**src/rtl/ahb_interconnect_decoder_if.sv**
```systemverilog
// rtl/ahb_interconnect_decoder_if.sv - AHB master-to-slaves bus bundle around the interconnect decoder
interface ahb_interconnect_decoder_if #(
    parameter int NUM_SLAVES = 4,
    parameter int ADDR_WIDTH = 32,
    parameter int DATA_WIDTH = 32
);
    logic [ADDR_WIDTH-1:0]            haddr;
    logic [1:0]                       htrans;
    logic [NUM_SLAVES-1:0]            hselx;
    logic                             hready;
    logic [NUM_SLAVES-1:0]            hreadyout_s;
    logic [NUM_SLAVES-1:0]            hresp_s;
    logic [NUM_SLAVES*DATA_WIDTH-1:0] hrdata_s;
    logic [DATA_WIDTH-1:0]            hrdata;
    logic                             hresp;

    // The fabric side driving addresses and slave responses.
    modport master (
        output haddr, htrans, hreadyout_s, hresp_s, hrdata_s,
        input  hselx, hready, hrdata, hresp
    );

    // The interconnect itself.
    modport slave (
        input  haddr, htrans, hreadyout_s, hresp_s, hrdata_s,
        output hselx, hready, hrdata, hresp
    );
endinterface

```
**src/rtl/ahb_interconnect_decoder.sv**
```systemverilog
// rtl/ahb_interconnect_decoder.sv - AHB address decode, response mux and default slave; AHB_INTERCONNECT_TIMEOUT_EN adds a wait-state timeout
module ahb_interconnect_decoder #(
    parameter int NUM_SLAVES     = 4,
    parameter int ADDR_WIDTH     = 32,
    parameter int DATA_WIDTH     = 32,
    parameter logic [NUM_SLAVES*ADDR_WIDTH-1:0] SLAVE_BASE =
        {32'h3000_0000, 32'h2000_0000, 32'h1000_0000, 32'h0000_0000},
    parameter logic [NUM_SLAVES*ADDR_WIDTH-1:0] SLAVE_MASK = {4{32'hF000_0000}},
    parameter int TIMEOUT_CYCLES = 256,
    localparam int SEL_W = $clog2(NUM_SLAVES) + 1
) (
    input  logic                 hclk,
    input  logic                 hresetn,
`ifdef AHB_INTERCONNECT_TIMEOUT_EN
    output logic                 timeout_flag,
    output logic [SEL_W-1:0]     timeout_slave,
`endif
    ahb_interconnect_decoder_if.slave bus
);
    localparam logic [SEL_W-1:0] DEFAULT = SEL_W'(NUM_SLAVES);

    typedef enum logic [1:0] {DS_IDLE, DS_ERR1, DS_ERR2} ds_state_t;

    ds_state_t             ds_state, ds_next;
    logic [SEL_W-1:0]      dec_idx, dp_sel;
    logic                  dec_hit, dp_act;
    logic [NUM_SLAVES-1:0] dec_onehot;
    logic                  mux_ready, mux_resp;
    logic [DATA_WIDTH-1:0] mux_rdata;
    logic                  timeout_hit;
    logic                  unused_htrans0;

    assign unused_htrans0 = bus.htrans[0];

    // Descending scan so the lowest matching index is the one left standing.
    always_comb begin
        dec_idx    = DEFAULT;
        dec_hit    = 1'b0;
        dec_onehot = '0;
        for (int i = NUM_SLAVES - 1; i >= 0; i--) begin
            if ((bus.haddr & SLAVE_MASK[i*ADDR_WIDTH +: ADDR_WIDTH]) ==
                (SLAVE_BASE[i*ADDR_WIDTH +: ADDR_WIDTH] & SLAVE_MASK[i*ADDR_WIDTH +: ADDR_WIDTH])) begin
                dec_idx       = SEL_W'(i);
                dec_hit       = 1'b1;
                dec_onehot    = '0;
                dec_onehot[i] = 1'b1;
            end
        end
    end

    assign bus.hselx = dec_onehot;

    always_comb begin
        mux_ready = 1'b1;
        mux_resp  = 1'b0;
        mux_rdata = '0;
        for (int i = 0; i < NUM_SLAVES; i++) begin
            if (dp_sel == SEL_W'(i)) begin
                mux_ready = bus.hreadyout_s[i];
                mux_resp  = bus.hresp_s[i];
                mux_rdata = bus.hrdata_s[i*DATA_WIDTH +: DATA_WIDTH];
            end
        end
    end

    // Error states win over the owning slave so a timed-out slave is overridden.
    always_comb begin
        bus.hready = mux_ready;
        bus.hresp  = mux_resp;
        bus.hrdata = mux_rdata;
        case (ds_state)
            DS_ERR1: begin bus.hready = 1'b0; bus.hresp = 1'b1; bus.hrdata = '0; end
            DS_ERR2: begin bus.hready = 1'b1; bus.hresp = 1'b1; bus.hrdata = '0; end
            default: ;
        endcase
    end

    always_comb begin
        ds_next = ds_state;
        case (ds_state)
            DS_IDLE: if ((bus.hready && bus.htrans[1] && !dec_hit) || timeout_hit) ds_next = DS_ERR1;
            DS_ERR1: ds_next = DS_ERR2;
            DS_ERR2: ds_next = (bus.htrans[1] && !dec_hit) ? DS_ERR1 : DS_IDLE;
            default: ds_next = DS_IDLE;
        endcase
    end

    always_ff @(posedge hclk or negedge hresetn) begin
        if (!hresetn) begin
            ds_state <= DS_IDLE;
            dp_sel   <= DEFAULT;
            dp_act   <= 1'b0;
        end else begin
            ds_state <= ds_next;
            if (bus.hready) begin
                dp_sel <= dec_idx;
                dp_act <= bus.htrans[1];
            end
        end
    end

`ifdef AHB_INTERCONNECT_TIMEOUT_EN
    localparam int CNT_W = $clog2(TIMEOUT_CYCLES + 1);

    logic [CNT_W-1:0] t_cnt;
    logic             stall;

    // mux_ready is 1 for the default owner, so this only counts real slave waits.
    assign stall       = dp_act && !mux_ready && (ds_state == DS_IDLE);
    assign timeout_hit = stall && (t_cnt == CNT_W'(TIMEOUT_CYCLES - 1));

    always_ff @(posedge hclk or negedge hresetn) begin
        if (!hresetn) begin
            t_cnt         <= '0;
            timeout_flag  <= 1'b0;
            timeout_slave <= '0;
        end else begin
            if (bus.hready || !stall) t_cnt <= '0;
            else if (!timeout_hit)    t_cnt <= t_cnt + 1'b1;
            if (timeout_hit) begin
                t_cnt         <= '0;
                timeout_flag  <= 1'b1;
                timeout_slave <= dp_sel;
            end
        end
    end
`else
    assign timeout_hit = 1'b0;
`endif
endmodule

```
**src/flat_wrapper.sv**
```systemverilog
// flat-port wrapper written by rule: the top's interface ports become plain ports
module ahb_interconnect_decoder_flat 
#(
    parameter int NUM_SLAVES     = 4,
    parameter int ADDR_WIDTH     = 32,
    parameter int DATA_WIDTH     = 32,
    parameter logic [NUM_SLAVES*ADDR_WIDTH-1:0] SLAVE_BASE =
        {32'h3000_0000, 32'h2000_0000, 32'h1000_0000, 32'h0000_0000},
    parameter logic [NUM_SLAVES*ADDR_WIDTH-1:0] SLAVE_MASK = {4{32'hF000_0000}},
    parameter int TIMEOUT_CYCLES = 256,
    localparam int SEL_W = $clog2(NUM_SLAVES) + 1
)
  (hclk, hresetn, bus_haddr, bus_htrans, bus_hreadyout_s, bus_hresp_s, bus_hrdata_s, bus_hselx, bus_hready, bus_hrdata, bus_hresp);
  ahb_interconnect_decoder_if #(.NUM_SLAVES(NUM_SLAVES), .ADDR_WIDTH(ADDR_WIDTH), .DATA_WIDTH(DATA_WIDTH)) bus_i ();
  input  logic hclk;
  input  logic hresetn;
  input wire logic [$bits(bus_i.haddr)-1:0] bus_haddr;
  input wire logic [$bits(bus_i.htrans)-1:0] bus_htrans;
  input wire logic [$bits(bus_i.hreadyout_s)-1:0] bus_hreadyout_s;
  input wire logic [$bits(bus_i.hresp_s)-1:0] bus_hresp_s;
  input wire logic [$bits(bus_i.hrdata_s)-1:0] bus_hrdata_s;
  output wire logic [$bits(bus_i.hselx)-1:0] bus_hselx;
  output wire logic [$bits(bus_i.hready)-1:0] bus_hready;
  output wire logic [$bits(bus_i.hrdata)-1:0] bus_hrdata;
  output wire logic [$bits(bus_i.hresp)-1:0] bus_hresp;
  assign bus_i.haddr = bus_haddr;
  assign bus_i.htrans = bus_htrans;
  assign bus_i.hreadyout_s = bus_hreadyout_s;
  assign bus_i.hresp_s = bus_hresp_s;
  assign bus_i.hrdata_s = bus_hrdata_s;
  assign bus_hselx = bus_i.hselx;
  assign bus_hready = bus_i.hready;
  assign bus_hrdata = bus_i.hrdata;
  assign bus_hresp = bus_i.hresp;
  ahb_interconnect_decoder #(.NUM_SLAVES(NUM_SLAVES), .ADDR_WIDTH(ADDR_WIDTH), .DATA_WIDTH(DATA_WIDTH), .SLAVE_BASE(SLAVE_BASE), .SLAVE_MASK(SLAVE_MASK), .TIMEOUT_CYCLES(TIMEOUT_CYCLES)) u_core (.hclk(hclk), .hresetn(hresetn), .bus(bus_i));
endmodule
```
**config.mk**
```make
export PLATFORM = sky130hd
export DESIGN_NAME = ahb_interconnect_decoder_flat
export DESIGN_NICKNAME = d
export VERILOG_FILES = /design/src/rtl/ahb_interconnect_decoder_if.sv /design/src/rtl/ahb_interconnect_decoder.sv /design/src/flat_wrapper.sv
export SDC_FILE = /design/constraint.sdc
export NUM_CORES = 1
export LEC_CHECK = 0
export ABC_AREA = 1
export CAP_MARGIN = 10
export CORE_ASPECT_RATIO = 0.5
export CORE_MARGIN = 3
export CORE_UTILIZATION = 24
export CTS_BUF_LIST = sky130_fd_sc_hd__clkbuf_16
export CTS_CLUSTER_DIAMETER = 60
export DETAILED_ROUTE_END_ITERATION = 16
export GPL_TIMING_DRIVEN = 0
export HOLD_SLACK_MARGIN = 0.02
export PLACE_DENSITY = 0.84
export SLEW_MARGIN = 20
export SYNTH_ARGS = -nofsm -noshare
export SYNTH_HDL_FRONTEND = slang
export SYNTH_SLANG_ARGS = --single-unit
```
**constraint.sdc**
```tcl
create_clock -name hclk -period 2.4 [get_ports hclk]
set_clock_uncertainty 0.15 [all_clocks]
set_input_delay 0.48 -clock hclk [delete_from_list [all_inputs] [get_ports hclk]]
set_output_delay 0.48 -clock hclk [all_outputs]
set_load 0.1 [all_outputs]
```
==> impl_metrics.env, run 1 <==
export IMPL_status="stopped before the end"
export IMPL_stop_stage="global routing (5_1_grt)"
export IMPL_stop_error="[ERROR DPL-0033] detailed placement checks failed during check placement."
export IMPL_port_buffers=180
export IMPL_clock_sinks=5
export IMPL_synthCells=243
export IMPL_grt_max_degree=11
export IMPL_antenna_found_initial=0
export IMPL_ys_seq_elements=5
export IMPL_hold_buffers=0
export IMPL_place_hpwl_um=7840
export IMPL_synthesis_nets=419
export IMPL_die_width_um=114
export IMPL_avgSynthCellArea_um2=5.74
export IMPL_io_pins=210
export IMPL_cts_inserted_buffers=3
export IMPL_yosysSeqAreaShare_pct=9.07
export IMPL_yosysWarnings=0
export IMPL_fp_dieH_um=59.9
export IMPL_rows=18
export IMPL_synth_cell_type_count=26
export IMPL_endpoint_type="primary output"
export IMPL_clock_tree_root_cell="clkbuf_16"
export IMPL_worstEndpointGrtRepair="bus_hrdata[19]"
export IMPL_initial_core_util_pct=26.6
export IMPL_synthesis_area_um2=1390
export IMPL_place_gp_congestion=0.833
export IMPL_htree_levels=1
export IMPL_clk_path_buf_depth=2
[cells by family after synthesis]
family,after synthesis,synth area share (%)
compound gates,72,35.5
fa+ha+maj,4,3.59
flops,5,9.07
simple gates,124,40.5
buf+inv,38,11.3
[timing repair]
| item | CTS |
|---|---|
| gates resized for setup | 396 |
| pin swaps | 18 |
| setup buffers | 16 |
| gates cloned | 6 |
| hold endpoints to repair | 0 |
| setup endpoints to repair | 38 |
[Yosys cell counts]
library cell | count | area [µm²]
a31oi_1 | 8 | 50.1
a21oi_1 | 6 | 30.0
nand3_2 | 1 | 10.0
dfrtp_1 | 4 | 100
nor3_4 | 1 | 16.3
nor2_2 | 2 | 12.5
nand2_4 | 2 | 22.5
clkbuf_1 | 9 | 33.8
nor3_1 | 2 | 10.0
ha_1 | 4 | 50.1
nand2_2 | 2 | 12.5
a21oi_2 | 1 | 8.76
o221ai_1 | 8 | 70.1
nand2_1 | 44 | 165
o21ai_0 | 2 | 10.0
nor2_1 | 33 | 124
buf_2 | 12 | 60.1
a221oi_1 | 1 | 8.76
a311oi_1 | 22 | 193
nand3_1 | 36 | 180
dfstp_2 | 1 | 26.3
inv_2 | 4 | 15.0
a211oi_1 | 2 | 15.0
nor2_4 | 1 | 11.3
o21ai_1 | 22 | 110
inv_1 | 13 | 48.8
[through the flow]
stage / worst slack [ns] / hold slack, ns / util, % / std cells / cell area (µm²)
after CTS: -0.111 / 0.336 / 91.7 / 519 / 4810
after detailed placement: -0.940 / 0.404 / 74.8 / 493 / 3930
after global placement: -0.862 / 0.393 / 74.8 / 493 / 3930
after floorplan: -0.227 / 0.0344 / - / 243 / 2040
==> run 2: changes to the inputs <==
Settings changed: CORE_ASPECT_RATIO 0.5 to default, CTS_BUF_LIST sky130_fd_sc_hd__clkbuf_16 to default, CTS_CLUSTER_DIAMETER 60 to default, HOLD_SLACK_MARGIN 0.02 to default, PLACE_DENSITY 0.84 to default, PLACE_DENSITY_LB_ADDON from default to 0.15.
==> run 2 against run 1 <==
  * Area after synthesis did not move
  * Synthesized cell count unchanged
  * The flow now finishes, with violations (negative setup slack)
==> impl_metrics.env, run 2 <==
export IMPL_status="finished with violations"
export IMPL_cts_tree="yes"
export IMPL_async_flop_share_pct=100
export IMPL_drc=0
export IMPL_htree_levels=1
export IMPL_grt_pass1_wl_um=13700
export IMPL_final_common_cell="clkdlybuf4s50_1"
export IMPL_gr_total_overflow=0
export IMPL_track_usage_pct=26.5
export IMPL_synthesis_nets=419
export IMPL_powerDensity_nw_per_um2=1810
export IMPL_cp_required_ns=1.77
export IMPL_period_share_pct=103
export IMPL_largestRegisters="u_core.dp_sel x3, u_core.ds_state x2"
export IMPL_violations="negative setup slack"
export IMPL_coreArea_um2=5570
export IMPL_critPathMaxFanout=10
export IMPL_io_pins=210
export IMPL_peakVddDrop_uv=1120
export IMPL_largest_register="u_core.dp_sel"
export IMPL_yosys_area_top_type_share_pct=13.8
export IMPL_crit_arrival_ns=1.85
export IMPL_synth_common_cells="44 x nand2_1, 36 x nand3_1, 33 x nor2_1"
export IMPL_place_hpwl_um=6580
export IMPL_drt_pass1_iterations=4
export IMPL_tightest_slew_ns=0.340
export IMPL_final_cell_mix="142 x clkdlybuf4s50_1, 35 x buf_12, 33 x nand2_1"
export IMPL_grt_max_degree=11
export IMPL_grt_pass1_vias=2836
export IMPL_largest_reg_flops=3
export IMPL_synthesis_area_um2=1390
export IMPL_cts_inserted_buffers=3
export IMPL_r2r_setup_slack_ns=0.76
export IMPL_postRouteAntennaNets=0
export IMPL_r2r_start="u_core.dp_sel[0]$_DFFE_PN0N_"
export IMPL_worstSkewPairLatency_ns=0.22
export IMPL_final_area_um2=4800
export IMPL_drtIter0Drc=95
export IMPL_finalWirelength_um=9890
export IMPL_yosysTopAreaCell="a311oi_1"
export IMPL_synth_area_top_cells="a311oi_1 14%, nand3_1 13%, nand2_1 12%"
export IMPL_fin_ws_ns=-0.0824
export IMPL_cellLeakagePower_nw=1.73
export IMPL_clk_pin_slew_ns=0.03
export IMPL_synth_edff_count=0
export IMPL_dpl_cell_area_um2=3930
export IMPL_die_width_um=82.2
export IMPL_initial_core_util_pct=25.0
export IMPL_yosysSeqAreaShare_pct=9.07
export IMPL_slew_violations=0
export IMPL_rsz0062_at_grt="true"
export IMPL_fin_crit_ns=2.48
export IMPL_min_path_type="input port to asynchronous set/reset pin"
export IMPL_final_nets=621
export IMPL_synth_cell_type_count=26
export IMPL_viasPerCell=5.28
export IMPL_diodes=0
export IMPL_setup_violations=29
export IMPL_hold_viol_final=0
export IMPL_clock_tree_root_cell="clkbuf_8"
export IMPL_synth_ff_type="dfrtp_1"
export IMPL_final_layout_size_suffix_gt1_share_pct=36.9
export IMPL_vias=2726
export IMPL_syn_to_final_growth_pct=244
export IMPL_fp_dieH_um=82.2
export IMPL_yosysMostFrequentCell="nand2_1"
export IMPL_drv_cap=0
export IMPL_die_area_um2=6760
export IMPL_synthCells=243
export IMPL_ys_seq_elements=5
export IMPL_antenna_found_initial=0
export IMPL_port_buffers=180
export IMPL_yosysWarnings=0
export IMPL_worstSetupPathType="register to primary output"
export IMPL_slew_headroom_pct=77.1
export IMPL_reg2reg_depth=11
export IMPL_endpoint_kind="primary output"
export IMPL_r2r_end="u_core.ds_state[1]$_DFFE_PN0P_"
export IMPL_avgSynthCellArea_um2=5.74
export IMPL_clk_path_buf_depth=2
export IMPL_setup_worst_path_start_class="register"
export IMPL_clock_sinks=5
export IMPL_clock_fmax_ghz=0.403
export IMPL_whs_ns=0.330
export IMPL_avgRoutedWirePerCell_um=19.2
export IMPL_rows=27
export IMPL_place_gp_congestion=0.702
run 2: cells by family (layout without fill, tap and decap cells):
family                   after synthesis  in the layout  synth area share, %
AO/OA/AOI/OAI                         72             72                 35.5
AND/OR/NAND/NOR                      124            124                 40.5
flip-flops                             5              5                 9.07
buffers and inverters                 38            239                 11.3
adder cells (fa/ha/maj)                4              4                 3.59
run 2: worst max-delay path, stage by stage, from the launching register on:
cell,delay (ns)
dfrtp_1,0.42
inv_4,0.08
nor3_4,0.22
buf_6,0.15
buf_6,0.14
nand2_1,0.10
a311oi_4,0.29
buf_12,0.22
run 2: area by class of cell:
type / count / area, µm²
buffer: 21 / 255
inverter: 17 / 71.3
clock buffer: 4 / 45.0
tap: 72 / 90.1
multi-input combinational: 200 / 1900
sequential: 5 / 128
timing repair buffer: 197 / 2300
fill: 293 / 778
run 2: where the power goes:
group	total (mW)	internal [mW]	switching (mW)
Sequential	0.197	0.138	0.0588
Combinational	8.31	3.19	5.12
Clock	0.152	0.114	0.0387
run 2: worst max path at each step:
| stage | startpoint | to | depth (start not counted) |
|---|---|---|---|
| 2_1_floorplan | u_core.dp_sel[2]$_DFFE_PN1N_ | bus_hrdata[10] | 5 |
| 3_3_place_gp | u_core.dp_sel[0]$_DFFE_PN0N_ | bus_hrdata[10] | 5 |
| 3_5_place_dp | u_core.dp_sel[0]$_DFFE_PN0N_ | bus_hrdata[10] | 5 |
| 4_1_cts | u_core.dp_sel[2]$_DFFE_PN1N_ | bus_hrdata[26] | 7 |
| 5_1_grt | u_core.dp_sel[0]$_DFFE_PN0N_ | bus_hrdata[26] | 7 |
| 6_report | u_core.dp_sel[0]$_DFFE_PN0N_ | bus_hrdata[2] | 7 |
run 2: timing repair:
| action | in CTS | in global routing |
|---|---|---|
| gates cloned | 1 | 1 |
| gates resized for setup | 358 | 43 |
| pin swaps | 15 | 12 |
| hold buffers | 0 | 0 |
| buffers inserted | 9 | 6 |
| setup endpoints to repair | 38 | 35 |
run 2: layer usage:
metal	track usage (%)	wire length, µm	up-vias
li1	-	-	1289
met1	25.5	3340	1270
met2	51.9	5340	137
met3	7.59	892	30
met4	10.3	314	0
met5	0	0	-
run 2: per-stage QoR:
stage | setup WS, ns | instances | total power, mW | setup TNS [ns] | utilization [%]
4_1_cts | -0.0650 | 509 | 8.14 | -0.496 | 81.7
3_3_place_gp | -0.945 | 495 | 6.68 | -28.99 | 70.5
3_5_place_dp | -0.964 | 495 | 6.76 | -29.68 | 70.5
5_1_grt | -0.155 | 516 | 8.96 | -3.71 | 86.0
6_report | -0.0824 | 516 | 8.66 | -1.26 | 86.0
2_1_floorplan | -0.227 | 243 | 5.42 | -3.96 | -
(Power assumes the default switching activity.)
